File: config.mk
export PLATFORM = sky130hd
export DESIGN_NAME = dds_frame_writer
export DESIGN_NICKNAME = d
export VERILOG_FILES = /design/src/rtl/dds_pkg.sv /design/src/rtl/dds_shadow_regs.sv /design/src/rtl/dds_frame_writer.sv
export SDC_FILE = /design/constraint.sdc
export NUM_CORES = 1
export LEC_CHECK = 0
export ABC_AREA = 1
export CORE_MARGIN = 5
export CORE_UTILIZATION = 35
export CTS_BUF_LIST = sky130_fd_sc_hd__clkbuf_8
export DETAILED_ROUTE_END_ITERATION = 10
export GPL_ROUTABILITY_DRIVEN = 0
export PLACE_DENSITY = 0.57
export SYNTH_ARGS = -nofsm -noshare
export SYNTH_HDL_FRONTEND = slang
export SYNTH_SLANG_ARGS = --single-unit
File: constraint.sdc
create_clock -name clk_in -period 3.4 [get_ports clk_in]
set_input_delay 0.51 -clock clk_in [delete_from_list [all_inputs] [get_ports clk_in]]
set_output_delay 0.51 -clock clk_in [all_outputs]
set_load 0.1 [all_outputs]
File: src/rtl/dds_pkg.sv
// Shared definitions for the AD9850 frame writer: register map, frame width and FSM states.
package dds_pkg;

    localparam int DDS_FRAME_W   = 40;
    localparam int DDS_NUM_BYTES = 5;

    localparam logic [7:0] DDS_ADDR_FTW0   = 8'h00;
    localparam logic [7:0] DDS_ADDR_FTW1   = 8'h01;
    localparam logic [7:0] DDS_ADDR_FTW2   = 8'h02;
    localparam logic [7:0] DDS_ADDR_FTW3   = 8'h03;
    localparam logic [7:0] DDS_ADDR_CTRL   = 8'h04;
    localparam logic [7:0] DDS_ADDR_COMMIT = 8'h05;

    typedef enum logic [2:0] {
        ST_INIT_RST  = 3'd0,
        ST_INIT_WCLK = 3'd1,
        ST_INIT_FQ   = 3'd2,
        ST_IDLE      = 3'd3,
        ST_LOAD      = 3'd4,
        ST_SHIFT_LO  = 3'd5,
        ST_SHIFT_HI  = 3'd6,
        ST_FQ        = 3'd7
    } dds_wr_state_t;

    function automatic int dds_max(input int a, input int b);
        return (a > b) ? a : b;
    endfunction

endpackage

File: src/rtl/dds_shadow_regs.sv
// Address latch, five-byte shadow of the AD9850 control word, address decode and commit/error strobes.
// Optional feature macro: DDS_AUTO_COMMIT_EN (a write to the FTW MSB also commits).
module dds_shadow_regs
    import dds_pkg::*;
(
    input  logic                   clk,
    input  logic                   rst,
    input  logic [7:0]             addr_data,
    input  logic                   addr_data_valid,
    input  logic [7:0]             cmd_data,
    input  logic                   cmd_data_valid,
    output logic [DDS_FRAME_W-1:0] frame,
    output logic                   commit,
    output logic                   bad_addr
);

    logic [7:0]                          cur_addr_r;
    logic [DDS_NUM_BYTES-1:0][7:0]       shadow_r;
    logic [7:0]                          eff_addr_s;
    logic                                shadow_wr_s;

    // A same-cycle address strobe takes effect before the data write
    always_comb begin
        eff_addr_s = cur_addr_r;
        if (addr_data_valid) begin
            eff_addr_s = addr_data;
        end else begin
            eff_addr_s = cur_addr_r;
        end
    end

    // Decode the effective address into shadow write, commit and error strobes
    always_comb begin
        shadow_wr_s = 1'b0;
        commit      = 1'b0;
        bad_addr    = 1'b0;
        case (eff_addr_s)
            DDS_ADDR_FTW0, DDS_ADDR_FTW1, DDS_ADDR_FTW2, DDS_ADDR_CTRL: begin
                shadow_wr_s = cmd_data_valid;
            end
            DDS_ADDR_FTW3: begin
                shadow_wr_s = cmd_data_valid;
`ifdef DDS_AUTO_COMMIT_EN
                commit      = cmd_data_valid;
`else
                commit      = 1'b0;
`endif
            end
            DDS_ADDR_COMMIT: begin
                commit = cmd_data_valid;
            end
            default: begin
                bad_addr = cmd_data_valid;
            end
        endcase
    end

    // Address latch and shadow byte storage
    always_ff @(posedge clk) begin
        if (rst) begin
            cur_addr_r <= 8'h00;
            shadow_r   <= '0;
        end else begin
            if (addr_data_valid) begin
                cur_addr_r <= addr_data;
            end
            if (shadow_wr_s) begin
                shadow_r[eff_addr_s[2:0]] <= cmd_data;
            end
        end
    end

    assign frame = shadow_r;

endmodule

File: src/rtl/dds_frame_writer.sv
// AD9850 serial frame writer: runs the serial-mode entry sequence after reset, then shifts
// committed 40-bit shadow words LSB-first on W_CLK/DATA and pulses FQ_UD.
// Optional feature macro: DDS_AUTO_COMMIT_EN (handled in dds_shadow_regs).
module dds_frame_writer
    import dds_pkg::*;
#(
    parameter int CLK_DIV      = 4,
    parameter int FQ_UD_CYCLES = 4
) (
    input  logic       clk_in,
    input  logic       rst_in,
    input  logic [7:0] addr_data,
    input  logic       addr_data_valid,
    input  logic [7:0] cmd_data,
    input  logic       cmd_data_valid,
    output logic       busy,
    output logic       err_pulse,
    output logic       dds_reset,
    output logic       dds_w_clk,
    output logic       dds_fq_ud,
    output logic       dds_data
);

    localparam int CNT_W = $clog2(dds_max(CLK_DIV, FQ_UD_CYCLES)) + 1;
    localparam logic [CNT_W-1:0] DIV_LAST = CNT_W'(CLK_DIV - 1);
    localparam logic [CNT_W-1:0] FQ_LAST  = CNT_W'(FQ_UD_CYCLES - 1);
    // The reset cycle itself is the INIT_RST entry cycle, so this state counts one further
    localparam logic [CNT_W-1:0] RST_LAST = CNT_W'(FQ_UD_CYCLES);
    localparam logic [5:0]       LAST_BIT = 6'(DDS_FRAME_W - 1);

    dds_wr_state_t          state_r, next_state_s;
    logic [CNT_W-1:0]       cnt_r, cnt_next_s;
    logic [5:0]             bit_r, bit_next_s;
    logic [DDS_FRAME_W-1:0] shift_r, shift_next_s;
    logic                   pend_r, pend_next_s;
    logic                   drop_s;
    logic                   data_next_s;
    logic [DDS_FRAME_W-1:0] frame_s;
    logic                   commit_s;
    logic                   bad_addr_s;

    dds_shadow_regs u_shadow (
        .clk             (clk_in),
        .rst             (rst_in),
        .addr_data       (addr_data),
        .addr_data_valid (addr_data_valid),
        .cmd_data        (cmd_data),
        .cmd_data_valid  (cmd_data_valid),
        .frame           (frame_s),
        .commit          (commit_s),
        .bad_addr        (bad_addr_s)
    );

    // Next-state, counters, shift register and one-deep commit queue
    always_comb begin
        next_state_s = state_r;
        cnt_next_s   = cnt_r + {{(CNT_W-1){1'b0}}, 1'b1};
        bit_next_s   = bit_r;
        shift_next_s = shift_r;
        pend_next_s  = pend_r;
        drop_s       = 1'b0;
        data_next_s  = dds_data;

        if (state_r == ST_IDLE) begin
            // A pending commit is consumed here; a commit arriving now re-fills the slot
            pend_next_s = pend_r & commit_s;
        end else if (commit_s) begin
            if (pend_r) begin
                drop_s = 1'b1;
            end else begin
                pend_next_s = 1'b1;
            end
        end else begin
            pend_next_s = pend_r;
        end

        case (state_r)
            ST_INIT_RST: begin
                if (cnt_r == RST_LAST) begin
                    next_state_s = ST_INIT_WCLK;
                    cnt_next_s   = '0;
                end else begin
                    next_state_s = ST_INIT_RST;
                end
            end
            ST_INIT_WCLK: begin
                if (cnt_r == DIV_LAST) begin
                    next_state_s = ST_INIT_FQ;
                    cnt_next_s   = '0;
                end else begin
                    next_state_s = ST_INIT_WCLK;
                end
            end
            ST_INIT_FQ: begin
                if (cnt_r == FQ_LAST) begin
                    next_state_s = ST_IDLE;
                    cnt_next_s   = '0;
                end else begin
                    next_state_s = ST_INIT_FQ;
                end
            end
            ST_IDLE: begin
                cnt_next_s = '0;
                if (commit_s || pend_r) begin
                    next_state_s = ST_LOAD;
                end else begin
                    next_state_s = ST_IDLE;
                end
            end
            ST_LOAD: begin
                shift_next_s = frame_s;
                bit_next_s   = 6'd0;
                cnt_next_s   = '0;
                next_state_s = ST_SHIFT_LO;
            end
            ST_SHIFT_LO: begin
                if (cnt_r == DIV_LAST) begin
                    next_state_s = ST_SHIFT_HI;
                    cnt_next_s   = '0;
                end else begin
                    next_state_s = ST_SHIFT_LO;
                end
            end
            ST_SHIFT_HI: begin
                if (cnt_r == DIV_LAST) begin
                    shift_next_s = {1'b0, shift_r[DDS_FRAME_W-1:1]};
                    bit_next_s   = bit_r + 6'd1;
                    cnt_next_s   = '0;
                    if (bit_r == LAST_BIT) begin
                        next_state_s = ST_FQ;
                    end else begin
                        next_state_s = ST_SHIFT_LO;
                    end
                end else begin
                    next_state_s = ST_SHIFT_HI;
                end
            end
            ST_FQ: begin
                if (cnt_r == FQ_LAST) begin
                    next_state_s = ST_IDLE;
                    cnt_next_s   = '0;
                end else begin
                    next_state_s = ST_FQ;
                end
            end
            default: begin
                next_state_s = ST_INIT_RST;
                cnt_next_s   = '0;
            end
        endcase

        // Data only moves while W_CLK is low, so it is stable across the whole high phase
        if (next_state_s == ST_SHIFT_LO) begin
            data_next_s = shift_next_s[0];
        end else begin
            data_next_s = dds_data;
        end
    end

    // State, datapath and pin registers; pins are decoded from the state being entered
    always_ff @(posedge clk_in) begin
        if (rst_in) begin
            state_r   <= ST_INIT_RST;
            cnt_r     <= '0;
            bit_r     <= 6'd0;
            shift_r   <= '0;
            pend_r    <= 1'b0;
            busy      <= 1'b1;
            err_pulse <= 1'b0;
            dds_reset <= 1'b0;
            dds_w_clk <= 1'b0;
            dds_fq_ud <= 1'b0;
            dds_data  <= 1'b0;
        end else begin
            state_r   <= next_state_s;
            cnt_r     <= cnt_next_s;
            bit_r     <= bit_next_s;
            shift_r   <= shift_next_s;
            pend_r    <= pend_next_s;
            busy      <= (next_state_s != ST_IDLE) || pend_next_s;
            err_pulse <= bad_addr_s || drop_s;
            dds_reset <= (next_state_s == ST_INIT_RST);
            dds_w_clk <= (next_state_s == ST_INIT_WCLK) || (next_state_s == ST_SHIFT_HI);
            dds_fq_ud <= (next_state_s == ST_INIT_FQ) || (next_state_s == ST_FQ);
            dds_data  <= data_next_s;
        end
    end

endmodule

==> qor.yml <==
critical_path.max_fanout: 2
dieHeight_um: 121
first_pass_iters: 4
seqPwrFrac: 0.559
dr.max_layer_used: "met4"
cts_setup_buffers: 0
cp_slowest_cell: "clkdlybuf4s50_1"
cts_sinks: 107
synth_cell_types: 35
crit_path_cell_trace: "clkdlybuf4s50_1"
htree_levels: 3
drive_gt1_frac: 0.0820
cts-buffers-inserted: 9
report.final.slew_viol_count: 0
cts_resized: 0
die_area_mm2: 0.0147
final_common_cell: "nand2_1"
status: "complete, no violations"
grt-ovfl-total: 0
synth.area.top_cells: "dfxtp_1, nand2_1, a21oi_1"
routed_via_density: 4.89
powerDensity_mw_per_mm2: 469
nNetsFinal: 581
clock_latency_ns: 0.38
ir_worst_vdd_v: 0.000217
hpwlAfterDp_um: 6250
grt_start_max_net_pins: 65
slew-limit-headroom: 0.352
synth_area_per_cell_um2: 7.95
synth.net_count: 568
drt.antenna.violating_nets: 0
syn_area_mm2: 0.00432
ys_seq_area_frac: 0.496
clk_pin_slew_ns: 0.10
rsz0062_at_grt: "false"
drc: 0
rows: 40
cts_buffer_depth: 2
wl_met2_um: 4900
synthFlopType: "dfxtp_1"
fin_crit_sh: 0.693
final.setup.tns_ns: 0
fin_crit_ns: 2.36
crit_family: "buffers and inverters"
synth_edf_count: 0
wl_met1_um: 4370
start_kind: "flip-flop"
ys_ff_latch: 107
path_buf_inv: 1
postPlaceCellArea_mm2: 0.00466
design_area_mm2: 0.00488
post-place-ws_ns: 0.667
cap_violations: 0
syn2layout_area_growth_pct: 13.0
yosysTopAreaCell: "dfxtp_1"
p_leak_nw: 1.83
wl_per_cell_um: 13.3
required_ns: 2.89
yosysWarnings: 0
multi_input_area_mm2: 0.00184
core-area_mm2: 0.0121
antenna_found_initial: 0
intPower_mw: 1.70
diodes: 0
die_w_um: 121
vias: 3564
wl_met3_um: 285
hold_viol_final: 0
grt_pass1_vias: 3478
synth_top_area_frac: 0.496
syn_inst: 543
regArea_mm2: 0.00214
finClkSkew_ns: 0.0174
initial_core_util: 0.358
final_cell_mix: "nand2_1, dfxtp_1, a21oi_1"
routed_wl_um: 9690
fmax_mhz: 424
tritoncts: "done"
grt_pass1_wl_um: 16500
worstMarginPinSlew_ns: 0.968
switchingPower_mw: 0.588
critPathKind: "reg -> out"
async_flop_share: 0
dr.first_iter.drc_count: 255
finalSetupViolations: 0
final_util: 0.404
timing.hold.ws_ns: 0.468
p_comb_frac: 0.075
switching_share: 0.257
setup_slack_ns: 1.04
grt_usage: 0.138
worstHoldPathType: "reg -> reg"
crit_arrival_ns: 1.85
slowest_delay_ns: 1.13
root_buffer: "clkbuf_8"
fillers: 1232
power.share.clock: 0.366
port_buffers: 25
ioPinCount: 26
critPathCaptureType: "output pin"
hold_buffers: 0
==> power groups by stage <==
stage | registers (mW) | clock network [mW] | logic, mW
after floorplan | 1.33 | 0 | 0.0953
after global placement | 1.31 | 0 | 0.172
after detailed placement | 1.31 | 0 | 0.174
after CTS | 1.28 | 0.859 | 0.174
after global routing | 1.28 | 0.906 | 0.191
final | 1.28 | 0.838 | 0.172
==> metal layers <==
layer / global-route usage / vias up
met5: 0 / -
met4: 0.0425 / 0
met3: 0.0326 / 13
met2: 0.250 / 50
met1: 0.160 / 1676
li1: - / 1825
==> sequential cells by signal (all words and copies together) (netlist names) <==
name                 count
bit_r                    6
cnt_r                    3
dds_fq_ud                1
dds_data                 1
dds_reset                1
u_shadow.frame          40
pend_r                   1
shift_r                 40
state_r                  3
busy                     1
dds_w_clk                1
err_pulse                1
u_shadow.cur_addr_r      8
==> area by class of cell <==
class,count,area share
inverters,46,0.0372
clock inverters,6,0.0169
repair buffers,30,0.0580
well taps,168,0.0431
flip-flops and latches,107,0.439
multi-input cells,362,0.377
clock buffers,10,0.0282
==> kinds of logic (layout without fill, tap and decap cells) <==
group	after synthesis	count (layout)	synth area share
buffers and inverters	74	92	0.0771
and+or+nand+nor	206	206	0.217
xor gates and xnor gates	1	1	0.00203
adders and majority gates	5	5	0.0145
AOI/OAI and AO/OA	150	150	0.193
DFF	107	107	0.496
==> final timing paths <==
path	depth (start not counted)	slack (ns)	startpoint	end
setup / recovery	1	1.04	dds_data$_SDFFE_PP0N_	dds_data
hold / removal	1	0.47	cnt_r[0]$_SDFF_PP0_	cnt_r[0]$_SDFF_PP0_
setup reg to reg	9	1.09	cnt_r[0]$_SDFF_PP0_	dds_data$_SDFFE_PP0N_
hold reg to reg	1	0.47	cnt_r[0]$_SDFF_PP0_	cnt_r[0]$_SDFF_PP0_
==> synth_stat cells (all sizes together), types with 2 or more instances <==
master	count
nand4	5
a21oi	74
clkinv	2
nor3	8
inv	44
nand2	132
dfxtp	107
o21ai	36
clkbuf	19
a31oi	15
buf	9
nand3	11
nor2	47
ha	5
a22oi	23
==> stage by stage <==
step                      total power, mW  cells
after floorplan                      1.42    543
after global placement               1.48    713
after detailed placement             1.48    713
after CTS                            2.31    729
after global routing                 2.38    729
final                                2.29    729
(Power assumes the default switching activity.)
==> RTL change (same flow settings) <==
`shift_r` no longer has a reset.
--- a/src/rtl/dds_frame_writer.sv
+++ b/src/rtl/dds_frame_writer.sv
@@ -165,3 +165,2 @@
             bit_r     <= 6'd0;
-            shift_r   <= '0;
             pend_r    <= 1'b0;
@@ -177,3 +176,2 @@
             bit_r     <= bit_next_s;
-            shift_r   <= shift_next_s;
             pend_r    <= pend_next_s;
@@ -188,2 +186,6 @@
 
+    always_ff @(posedge clk_in) begin
+        shift_r <= shift_next_s;
+    end
+
 endmodule
Check against the original RTL: same outputs for any inputs over 10 cycles, from zero or initial values and one cycle with rst_in high; that may be too few to reach the edited logic, so the function may still have changed.
==> RTL change against the unedited design <==
- core utilization fell by 0.15 points
- non-clock buffer count did not move
- area after synthesis rose by 3.1%
- register-to-register slack got worse by 0.16 ns
- power fell by 0.77%
- final cell count fell by 5.8%
- critical endpoint is now u_shadow.frame[26]
- final area rose by 3.4%
- worst setup slack got worse by 0.17 ns
- clock skew fell by 0.010 ns
- sequential cell count did not move
- critical path depth rose by 11
- routed wire length fell by 1.6%
- highest routed layer unchanged
- count of clock-buffer cells in the layout fell by 1
==> RTL change: results (changes against the unedited design) <==
[global_routing]
track_usage = 0.135  ; -0.00312
grt_pass1_wl_um = 15800  ; -4.3%
grt_max_degree = 41  ; -37%
grt_pass1_vias = 3148  ; -9.5%

[run_status]
status = finished clean

[pwr]
internal_power_w = 0.00172  ; +1.3%
pwr-share-clk = 0.332  ; -0.034
powerSeq_w = 0.00134  ; +5%
ir_drop_v = 0.000261  ; +20%
p_clk_w = 0.000755  ; -9.9%
p_leak_nw = 1.76  ; -3.6%

[sta]
whs_ns = 0.460  ; -0.00786 ns
fmax_ghz = 0.395  ; -6.9%
finalClockSkew_ns = 0.00698  ; -0.0104 ns

[yosys]
synth_cell_type_count = 38  ; +8.6%
synth_common_cells = nand2_1, dfxtp_1, inv_1
synth_edf_count = 39  ; +39
synth_nets = 514  ; -9.5%
synthTopCellsByArea = dfxtp_1, edfxtp_1, nand2_1
syn-instance-count = 489  ; -9.9%
seq_area_frac_synth = 0.569  ; +0.0730

[worst_setup_path]
r2r_end = shift_r[35]
cp_max_fo = 16  ; +14
r2r.worst_path.cells = 5  ; -4
r2r_start = state_r[2]
cp.arrival_ns = 2.79  ; +0.94 ns

[finish]
inverters = 62  ; +35%
nFlopsAndLatches = 107  ; unchanged
clk_share = 0.0370  ; -0.00818
multi_input_gates = 300  ; -17%
n_fill_cell = 1306  ; +6.0%
seqCellArea_sq_um = 2530  ; +18%
nets = 535  ; -7.9%
drive_gt1_frac = 0.0854  ; +0.00344
utilization = 0.403  ; -0.00152
multi_input_area_share = 0.313  ; -0.0647
buf_share = 0.0571  ; -0.000906

[placement]
dp.cells = 671  ; -5.9%
dp_hpwl_um = 6360  ; +1.7%
place_area_sq_um = 4860  ; +4.3%

[drt]
drtIter0Drc = 238  ; -6.7%
via_per_inst = 4.84  ; -0.97%
routed_wl_um = 9530  ; -1.6%
vias = 3326  ; -6.7%

[floorplanning]
dieArea_sq_um = 15100  ; +2.8%

[min_path]
min_to = u_shadow.frame[19]
hold_path_startpoint = u_shadow.frame[19]
whs_path_depth = 2  ; +1

[clocking]
clockRootBuffer = clkbuf_8

==> RTL change: cell count changes after synthesis, sizes merged, moves of 7 or more <==
cell	before	now
o21ai	36	53
edfxtp	0	39
nand2	132	110
a22o	0	7
a21oi	74	49
dfxtp	107	68
nor2	47	34
nand4	5	14
a32o	0	8
a31oi	15	0
inv	44	60
a22oi	23	0
==> RTL change: metal layers <==
| layer | vias up | track usage | wire length, um |
|---|---|---|---|
| li1 | 1683 | - | - |
| met3 | 17 | 0.0359 | 507 |
| met4 | 0 | 0.0532 | 191 |
| met5 | - | 0 | 0 |
| met2 | 67 | 0.206 | 4290 |
| met1 | 1559 | 0.183 | 4540 |
==> RTL change: worst max path at each step <==
stage                               start            endpoint
final                     addr_data_valid  u_shadow.frame[26]
after global routing           state_r[0]            dds_data
after detailed placement  addr_data_valid  u_shadow.frame[26]
after CTS                 addr_data_valid  u_shadow.frame[26]
after floorplan                  cnt_r[0]            dds_data
after global placement    addr_data_valid  u_shadow.frame[39]
==> RTL change: worst max-delay path: stages <==
cell and delay [ns]:
clkdlybuf4s50_1 0.72, inv_6 0.08, nand2_4 0.08, nand2_4 0.07, clkinv_2 0.16, nand2_1 0.07
nand2_1 0.10, nand3_4 0.11, nor2_8 0.21, nand4_2 0.34, o21ai_0 0.29, a21oi_1 0.06
==> RTL change: logic make-up after synthesis <==
logic type / Yosys count / synth area share
DFF: 107 / 0.569
and+or+nand+nor: 172 / 0.184
buffers and inverters: 82 / 0.0762
AOI/OAI and AO/OA: 122 / 0.155
adders and majority gates: 5 / 0.0141
xor gates and xnor gates: 1 / 0.00197
